## config.mk

```make
export PLATFORM = sky130hd
export DESIGN_NAME = display_source_scheduler_flat
export DESIGN_NICKNAME = d
export VERILOG_FILES = /design/src/rtl/display_source_scheduler_if.sv /design/src/rtl/display_source_scheduler.sv /design/src/flat_wrapper.sv
export SDC_FILE = /design/constraint.sdc
export NUM_CORES = 1
export LEC_CHECK = 0
export CAP_MARGIN = 20
export CELL_PAD_IN_SITES_DETAIL_PLACEMENT = 1
export CELL_PAD_IN_SITES_GLOBAL_PLACEMENT = 1
export CORE_MARGIN = 2
export CORE_UTILIZATION = 50
export CTS_BUF_LIST = sky130_fd_sc_hd__clkbuf_4
export DETAILED_ROUTE_END_ITERATION = 7
export DONT_BUFFER_PORTS = 1
export GPL_ROUTABILITY_DRIVEN = 1
export GPL_TIMING_DRIVEN = 0
export PLACE_DENSITY_LB_ADDON = 0.1
export SLEW_MARGIN = 10
export SYNTH_ARGS = -nofsm -noshare
export SYNTH_HDL_FRONTEND = slang
export SYNTH_SLANG_ARGS = --single-unit
```

## constraint.sdc

```tcl
create_clock -name clk -period 2.4 [get_ports clk]
set_input_delay 0.36 -clock clk [delete_from_list [all_inputs] [get_ports clk]]
set_output_delay 0.36 -clock clk [all_outputs]
set_load 0.01 [all_outputs]
```

## src/rtl/display_source_scheduler_if.sv

```systemverilog
// Signal bundle between the display source scheduler and its surroundings
// (KEY/SW inputs, sensor alarm flags, display mux select and buzzer enable).
interface display_source_scheduler_if;
  // No valid/ready handshake: every signal is a level. btn_n and auto_en may be
  // asynchronous, the alarm flags are synchronous to clk, and the outputs are registered.
  logic       btn_n;
  logic       auto_en;
  logic       g_alarm;
  logic       l_alarm;
  logic       select;
  logic       buzzer_en;
  logic       alarm_active;
  logic [1:0] state_dbg;

  modport master (
    output btn_n, auto_en, g_alarm, l_alarm,
    input  select, buzzer_en, alarm_active, state_dbg
  );

  modport slave (
    input  btn_n, auto_en, g_alarm, l_alarm,
    output select, buzzer_en, alarm_active, state_dbg
  );
endinterface

```

## src/rtl/display_source_scheduler.sv

```systemverilog
// Chooses which sensor drives the HEX display / buzzer mux: button toggle, optional
// timed auto-scan, and alarm preemption with buzzer mute and a release hold-off.
module display_source_scheduler #(
  parameter int DEBOUNCE_CYCLES   = 1_000_000,
  parameter int DWELL_CYCLES      = 100_000_000,
  parameter int ALARM_HOLD_CYCLES = 25_000_000
) (
  input  logic                          clk,
  input  logic                          reset,
  display_source_scheduler_if.slave     bus
);

  localparam int DB_W    = $clog2(DEBOUNCE_CYCLES + 1);
  localparam int DWELL_W = $clog2(DWELL_CYCLES + 1);
  localparam int HOLD_W  = $clog2(ALARM_HOLD_CYCLES + 1);

  localparam logic [DB_W-1:0]    DB_LAST    = DB_W'(DEBOUNCE_CYCLES - 1);
  localparam logic [DWELL_W-1:0] DWELL_LAST = DWELL_W'(DWELL_CYCLES - 1);
  localparam logic [HOLD_W-1:0]  HOLD_LAST  = HOLD_W'(ALARM_HOLD_CYCLES - 1);

  typedef enum logic [1:0] {
    SHOW_G  = 2'd0,
    SHOW_L  = 2'd1,
    ALARM_G = 2'd2,
    ALARM_L = 2'd3
  } state_t;

  logic              btn_meta, btn_sync, btn_db;
  logic [DB_W-1:0]   db_cnt;
  logic              auto_meta, auto_sync;
  logic              btn_diff, db_done, press;

  state_t            state, state_nx;
  logic [DWELL_W-1:0] dwell, dwell_nx;
  logic [HOLD_W-1:0]  hold, hold_nx;
  logic              mute, mute_nx;
  logic              own_alarm;
  logic              select_q, buzzer_q, alarm_q;

  // Synchronisers and debouncer reset to "released" so no press follows reset.
  always_ff @(posedge clk) begin
    if (reset) begin
      btn_meta  <= 1'b1;
      btn_sync  <= 1'b1;
      btn_db    <= 1'b1;
      db_cnt    <= '0;
      auto_meta <= 1'b0;
      auto_sync <= 1'b0;
    end else begin
      btn_meta  <= bus.btn_n;
      btn_sync  <= btn_meta;
      auto_meta <= bus.auto_en;
      auto_sync <= auto_meta;
      if (btn_diff) begin
        if (db_done) begin
          btn_db <= btn_sync;
          db_cnt <= '0;
        end else begin
          db_cnt <= db_cnt + DB_W'(1);
        end
      end else begin
        db_cnt <= '0;
      end
    end
  end

  assign btn_diff  = (btn_sync != btn_db);
  assign db_done   = btn_diff && (db_cnt == DB_LAST);
  // Pulse is high exactly on the cycle the debounced level is about to fall.
  assign press     = db_done && !btn_sync;
  assign own_alarm = (state == ALARM_L) ? bus.l_alarm : bus.g_alarm;

  always_comb begin
    state_nx = state;
    dwell_nx = '0;
    hold_nx  = '0;
    mute_nx  = mute;
    case (state)
      SHOW_G, SHOW_L: begin
        mute_nx = 1'b0;
        if (bus.g_alarm) begin
          state_nx = ALARM_G;
        end else if (bus.l_alarm) begin
          state_nx = ALARM_L;
        end else if (press) begin
          state_nx = (state == SHOW_G) ? SHOW_L : SHOW_G;
        end else if (auto_sync) begin
          if (dwell == DWELL_LAST) begin
            state_nx = (state == SHOW_G) ? SHOW_L : SHOW_G;
          end else begin
            dwell_nx = dwell + DWELL_W'(1);
          end
        end
      end
      ALARM_G, ALARM_L: begin
        // Only the owning flag matters; the other sensor is ignored until exit.
        if (!own_alarm) begin
          if (hold == HOLD_LAST) begin
            state_nx = (state == ALARM_G) ? SHOW_G : SHOW_L;
            mute_nx  = 1'b0;
          end else begin
            hold_nx = hold + HOLD_W'(1);
          end
        end
        if (press && (state_nx == state)) begin
          mute_nx = 1'b1;
        end
      end
      default: begin
        state_nx = SHOW_G;
        mute_nx  = 1'b0;
      end
    endcase
  end

  // Outputs are decoded from the next state so they change on the same edge.
  always_ff @(posedge clk) begin
    if (reset) begin
      state    <= SHOW_G;
      dwell    <= '0;
      hold     <= '0;
      mute     <= 1'b0;
      select_q <= 1'b0;
      buzzer_q <= 1'b0;
      alarm_q  <= 1'b0;
    end else begin
      state    <= state_nx;
      dwell    <= dwell_nx;
      hold     <= hold_nx;
      mute     <= mute_nx;
      select_q <= (state_nx == SHOW_L) || (state_nx == ALARM_L);
      alarm_q  <= (state_nx == ALARM_G) || (state_nx == ALARM_L);
      buzzer_q <= ((state_nx == ALARM_G) || (state_nx == ALARM_L)) && !mute_nx;
    end
  end

  assign bus.select       = select_q;
  assign bus.buzzer_en    = buzzer_q;
  assign bus.alarm_active = alarm_q;
  assign bus.state_dbg    = state;

endmodule

```

## src/flat_wrapper.sv

```systemverilog
// flat-port wrapper written by rule: the top's interface ports become plain ports
module display_source_scheduler_flat 
#(
  parameter int DEBOUNCE_CYCLES   = 1_000_000,
  parameter int DWELL_CYCLES      = 100_000_000,
  parameter int ALARM_HOLD_CYCLES = 25_000_000
)
  (clk, reset, bus_btn_n, bus_auto_en, bus_g_alarm, bus_l_alarm, bus_select, bus_buzzer_en, bus_alarm_active, bus_state_dbg);
  display_source_scheduler_if bus_i ();
  input  logic clk;
  input  logic reset;
  input wire logic [$bits(bus_i.btn_n)-1:0] bus_btn_n;
  input wire logic [$bits(bus_i.auto_en)-1:0] bus_auto_en;
  input wire logic [$bits(bus_i.g_alarm)-1:0] bus_g_alarm;
  input wire logic [$bits(bus_i.l_alarm)-1:0] bus_l_alarm;
  output wire logic [$bits(bus_i.select)-1:0] bus_select;
  output wire logic [$bits(bus_i.buzzer_en)-1:0] bus_buzzer_en;
  output wire logic [$bits(bus_i.alarm_active)-1:0] bus_alarm_active;
  output wire logic [$bits(bus_i.state_dbg)-1:0] bus_state_dbg;
  assign bus_i.btn_n = bus_btn_n;
  assign bus_i.auto_en = bus_auto_en;
  assign bus_i.g_alarm = bus_g_alarm;
  assign bus_i.l_alarm = bus_l_alarm;
  assign bus_select = bus_i.select;
  assign bus_buzzer_en = bus_i.buzzer_en;
  assign bus_alarm_active = bus_i.alarm_active;
  assign bus_state_dbg = bus_i.state_dbg;
  display_source_scheduler #(.DEBOUNCE_CYCLES(DEBOUNCE_CYCLES), .DWELL_CYCLES(DWELL_CYCLES), .ALARM_HOLD_CYCLES(ALARM_HOLD_CYCLES)) u_core (.clk(clk), .reset(reset), .bus(bus_i));
endmodule
```

==> qor.yml <==
timing:
  fmax_mhz: 461
  fin_crit_ns: 2.17
  grt_setup_unrepaired: "false"
  slew_headroom_pct: 34.9
  drv_slew: 0
  tightest_slew_ns: 0.970
  fin_ws_ns: 0.231
  post-route-period-util_pct: 90.4
  final.setup.tns_ns: 0
  final_hold_viol_count: 0
  clock_skew_ns: 0.0127
  setup_viol: 0
route:
  final_antenna_net_count: 0
  drc: 0
  totalWireLength_um: 8010
  first_pass_iters: 4
  routedWlPerCell_um: 15.1
  drtIter0Drc: 36
  via_per_inst: 5.41
  vias: 2865
synthesis:
  syn_nets: 425
  synth_xor_xnor_area_share_pct: 16.1
  yosys_register_bits: 82
  synth_edf_count: 0
  synth_cell_types: 39
  ys_warn_count: 0
  avgSynthCellArea_um2: 8.79
  yosys.area_share.simple_pct: 32.5
  synthMuxAreaShare_pct: 0.548
  synth_area_um2: 3650
  synthCells: 416
  synth_compound_area_share_pct: 1.51
  synthAdderAreaFrac_pct: 1.03
  yosys.area.top_type: "dfxtp_1"
  synth_top_area_share_pct: 44.9
  synth_top_family_by_area: "simple AND/OR/NAND/NOR gates"
  ys.flop_type: "dfxtp_1"
  yosysSeqAreaShare_pct: 44.9
  async_reset_ff_share_pct: 0
  ys_top_cells_by_area: "dfxtp_1 (45%), xnor2_1 (9.3%), nor2_1 (9.2%), xor2_1 (6.7%), nand3_1 (4.9%)"
worst_hold_path:
  hold_class: "in -> reg"
  whs_endpoint: "u_core.btn_meta"
  hp-start: "bus_btn_n"
  whs_path_depth: 1
global_route:
  grt_pass1_wl_um: 13000
  grt_max_degree: 13
  antenna_found_initial: 0
  grt_pass1_vias: 2797
  grt_overflow: 0
  grt_use_total_pct: 21.1
placement:
  place_congestion: 0.748
  pre_cts_slack_ns: 0.00498
  port_buffers: 0
  placed_cells: 515
  hpwl_um: 5750
cells_and_area:
  fill_cells: 859
  final_util_pct: 54.6
  finalNonFillerCells: 530
  finish.net_count: 436
  area_delta_synth_final_pct: 7.19
  drive_above_1_share_pct: 7.89
  n_antenna_cell: 0
die:
  die_x_um: 89.5
  core_um2: 7180
  die_h_um: 89.5
  num_io_pins: 11
  std_cell_rows: 31
  die-area_um2: 8010
  initial_utilization_pct: 50.9
setup_path:
  crit_required_ns: 2.71
  crit_type: "reg -> reg"
  reg2regPathDepth: 7
  timing.rr.start: "u_core.dwell[20]"
  path_max_fanout: 10
  end_kind: "register"
  r2r-end: "u_core.dwell[13]"
  reg2reg_slack_ns: 0.23
  cp.arrival_ns: 2.48
  critPathLaunchType: "register"
job:
  cap_violations: 0
cts:
  cts_setup_buffers: 0
  ctsRootBufferMaster: "clkbuf_4"
  cts_sinks: 82
  clkLatencyLatePin_ns: 0.42
  cts_buffers: 9
  clk_pin_slew_ns: 0.12
  ctsHoldBuffers: 0
  clock_path_buffers: 2
  htree_levels: 3
  cts_tree: "yes"
run_status:
  status: "complete, no violations"
pwr:
  power_mw: 2.22
  power.density_nw_per_um2: 567
  p_leak_nw: 1.16
  peakVddDrop_mv: 0.359
[how the worst max path moves through the flow]
stage,from,end,slack [ns]
final,u_core.dwell[20],u_core.dwell[13],0.23
after global placement,u_core.dwell[0],u_core.dwell[24],0.08
after CTS,u_core.hold[0],u_core.hold[0],0.13
after global routing,u_core.db_cnt[0],u_core.db_cnt[15],0.003
after detailed placement,u_core.dwell[0],u_core.dwell[24],0.005
after floorplan,u_core.db_cnt[15],u_core.dwell[26],0.54
[cell families (layout without fill, tap and decap cells)]
| logic type | Yosys count | count (layout) |
|---|---|---|
| adder cells (fa/ha/maj) | 3 | 3 |
| AO/OA/AOI/OAI | 7 | 7 |
| AND/OR/NAND/NOR | 232 | 232 |
| buffers and inverters | 23 | 38 |
| XOR/XNOR | 67 | 67 |
| flip-flops | 82 | 82 |
| multiplexers | 2 | 2 |
[cell usage in the layout, fill, tap and decap left out, drive strengths merged, types with 2 or more instances in the layout]
cell type / n
nor3b: 2
a21oi: 2
nor2b: 3
nand3: 36
xor2: 28
clkbuf: 16
and4: 6
xnor2: 39
nor4b: 5
and3: 6
o221ai: 2
inv: 10
ha: 3
dfxtp: 82
nor2: 90
nor3: 13
nor4: 15
nand2: 23
or3: 4
buf: 8
nand4: 18
clkinv: 3
or4: 2
mux2i: 2
or2: 4
[routing by layer]
| layer | vias to the layer above | GRT usage (%) | routed length [µm] |
|---|---|---|---|
| li1 | 1441 | - | - |
| met1 | 1382 | 26.4 | 3750 |
| met4 | 0 | 8.01 | 142 |
| met2 | 29 | 36.0 | 3890 |
| met5 | - | 0 | 0 |
| met3 | 13 | 4.06 | 218 |
[synthesized netlist by cell type (2+ instances only)]
cell / count
or3_1: 4
o221ai_1: 2
and4_1: 6
nand3_1: 36
or4_1: 2
nor3b_1: 2
buf_8: 2
clkbuf_1: 5
nor4b_1: 4
nand2_1: 23
xor2_1: 28
nor2_1: 90
inv_1: 10
nor4_1: 13
mux2i_1: 2
nand4_1: 17
ha_1: 3
a21oi_1: 2
nor2b_1: 3
nor3_1: 13
xnor2_1: 39
buf_2: 4
dfxtp_1: 82
or2_2: 4
and3_1: 6
[critical path: stages (launching register included)]
cell     delay (ns)
dfxtp_1        0.44
nor4b_1        0.39
nand4_1        0.18
nor4_1         0.52
or3_1          0.21
buf_6          0.14
buf_8          0.14
nor2_1         0.05
[cell type report]
class	instances	area [µm²]	area share (%)
Clock buffer	11	82.6	2.11
Multi-Input combinational cell	311	1900	48.5
Sequential cell	82	1640	41.9
Buffer	13	87.6	2.24
Clock inverter	4	43.8	1.12
Tap cell	99	124	3.16
Inverter	10	37.5	0.958
[state kept, by name, indices dropped and copies added, names as in the netlist]
name	cells
u_core.hold	25
u_core.btn_db	1
u_core.auto_sync	1
u_core.bus.buzzer_en	1
u_core.bus.alarm_active	1
u_core.dwell	27
u_core.btn_sync	1
u_core.bus.state_dbg	1
u_core.mute	1
u_core.db_cnt	20
u_core.auto_meta	1
u_core.btn_meta	1
u_core.bus.select	1
[metrics by stage]
stage / hold WS [ns] / area (µm²)
after detailed placement: 0.400 / 3780
after floorplan: 0.389 / 3650
after CTS: 0.0300 / 3910
after global routing: 0.0207 / 3920
after global placement: 0.392 / 3780
final: 0.0438 / 3920
[timing repair]
item                                    CTS  global route
resized for setup                         1             1
endpoints found under the setup margin    1            20
gates cloned                              0             0
hold endpoints to repair                  0             0
[power breakdown]
part           switching (mW)  leakage, nW  internal (mW)
clock network           0.442       0.0741          0.330
logic                  0.0322        0.422         0.0217
registers              0.0199        0.662           1.37
total                   0.494         1.16           1.73
Power figures use the tool's default switching activity.
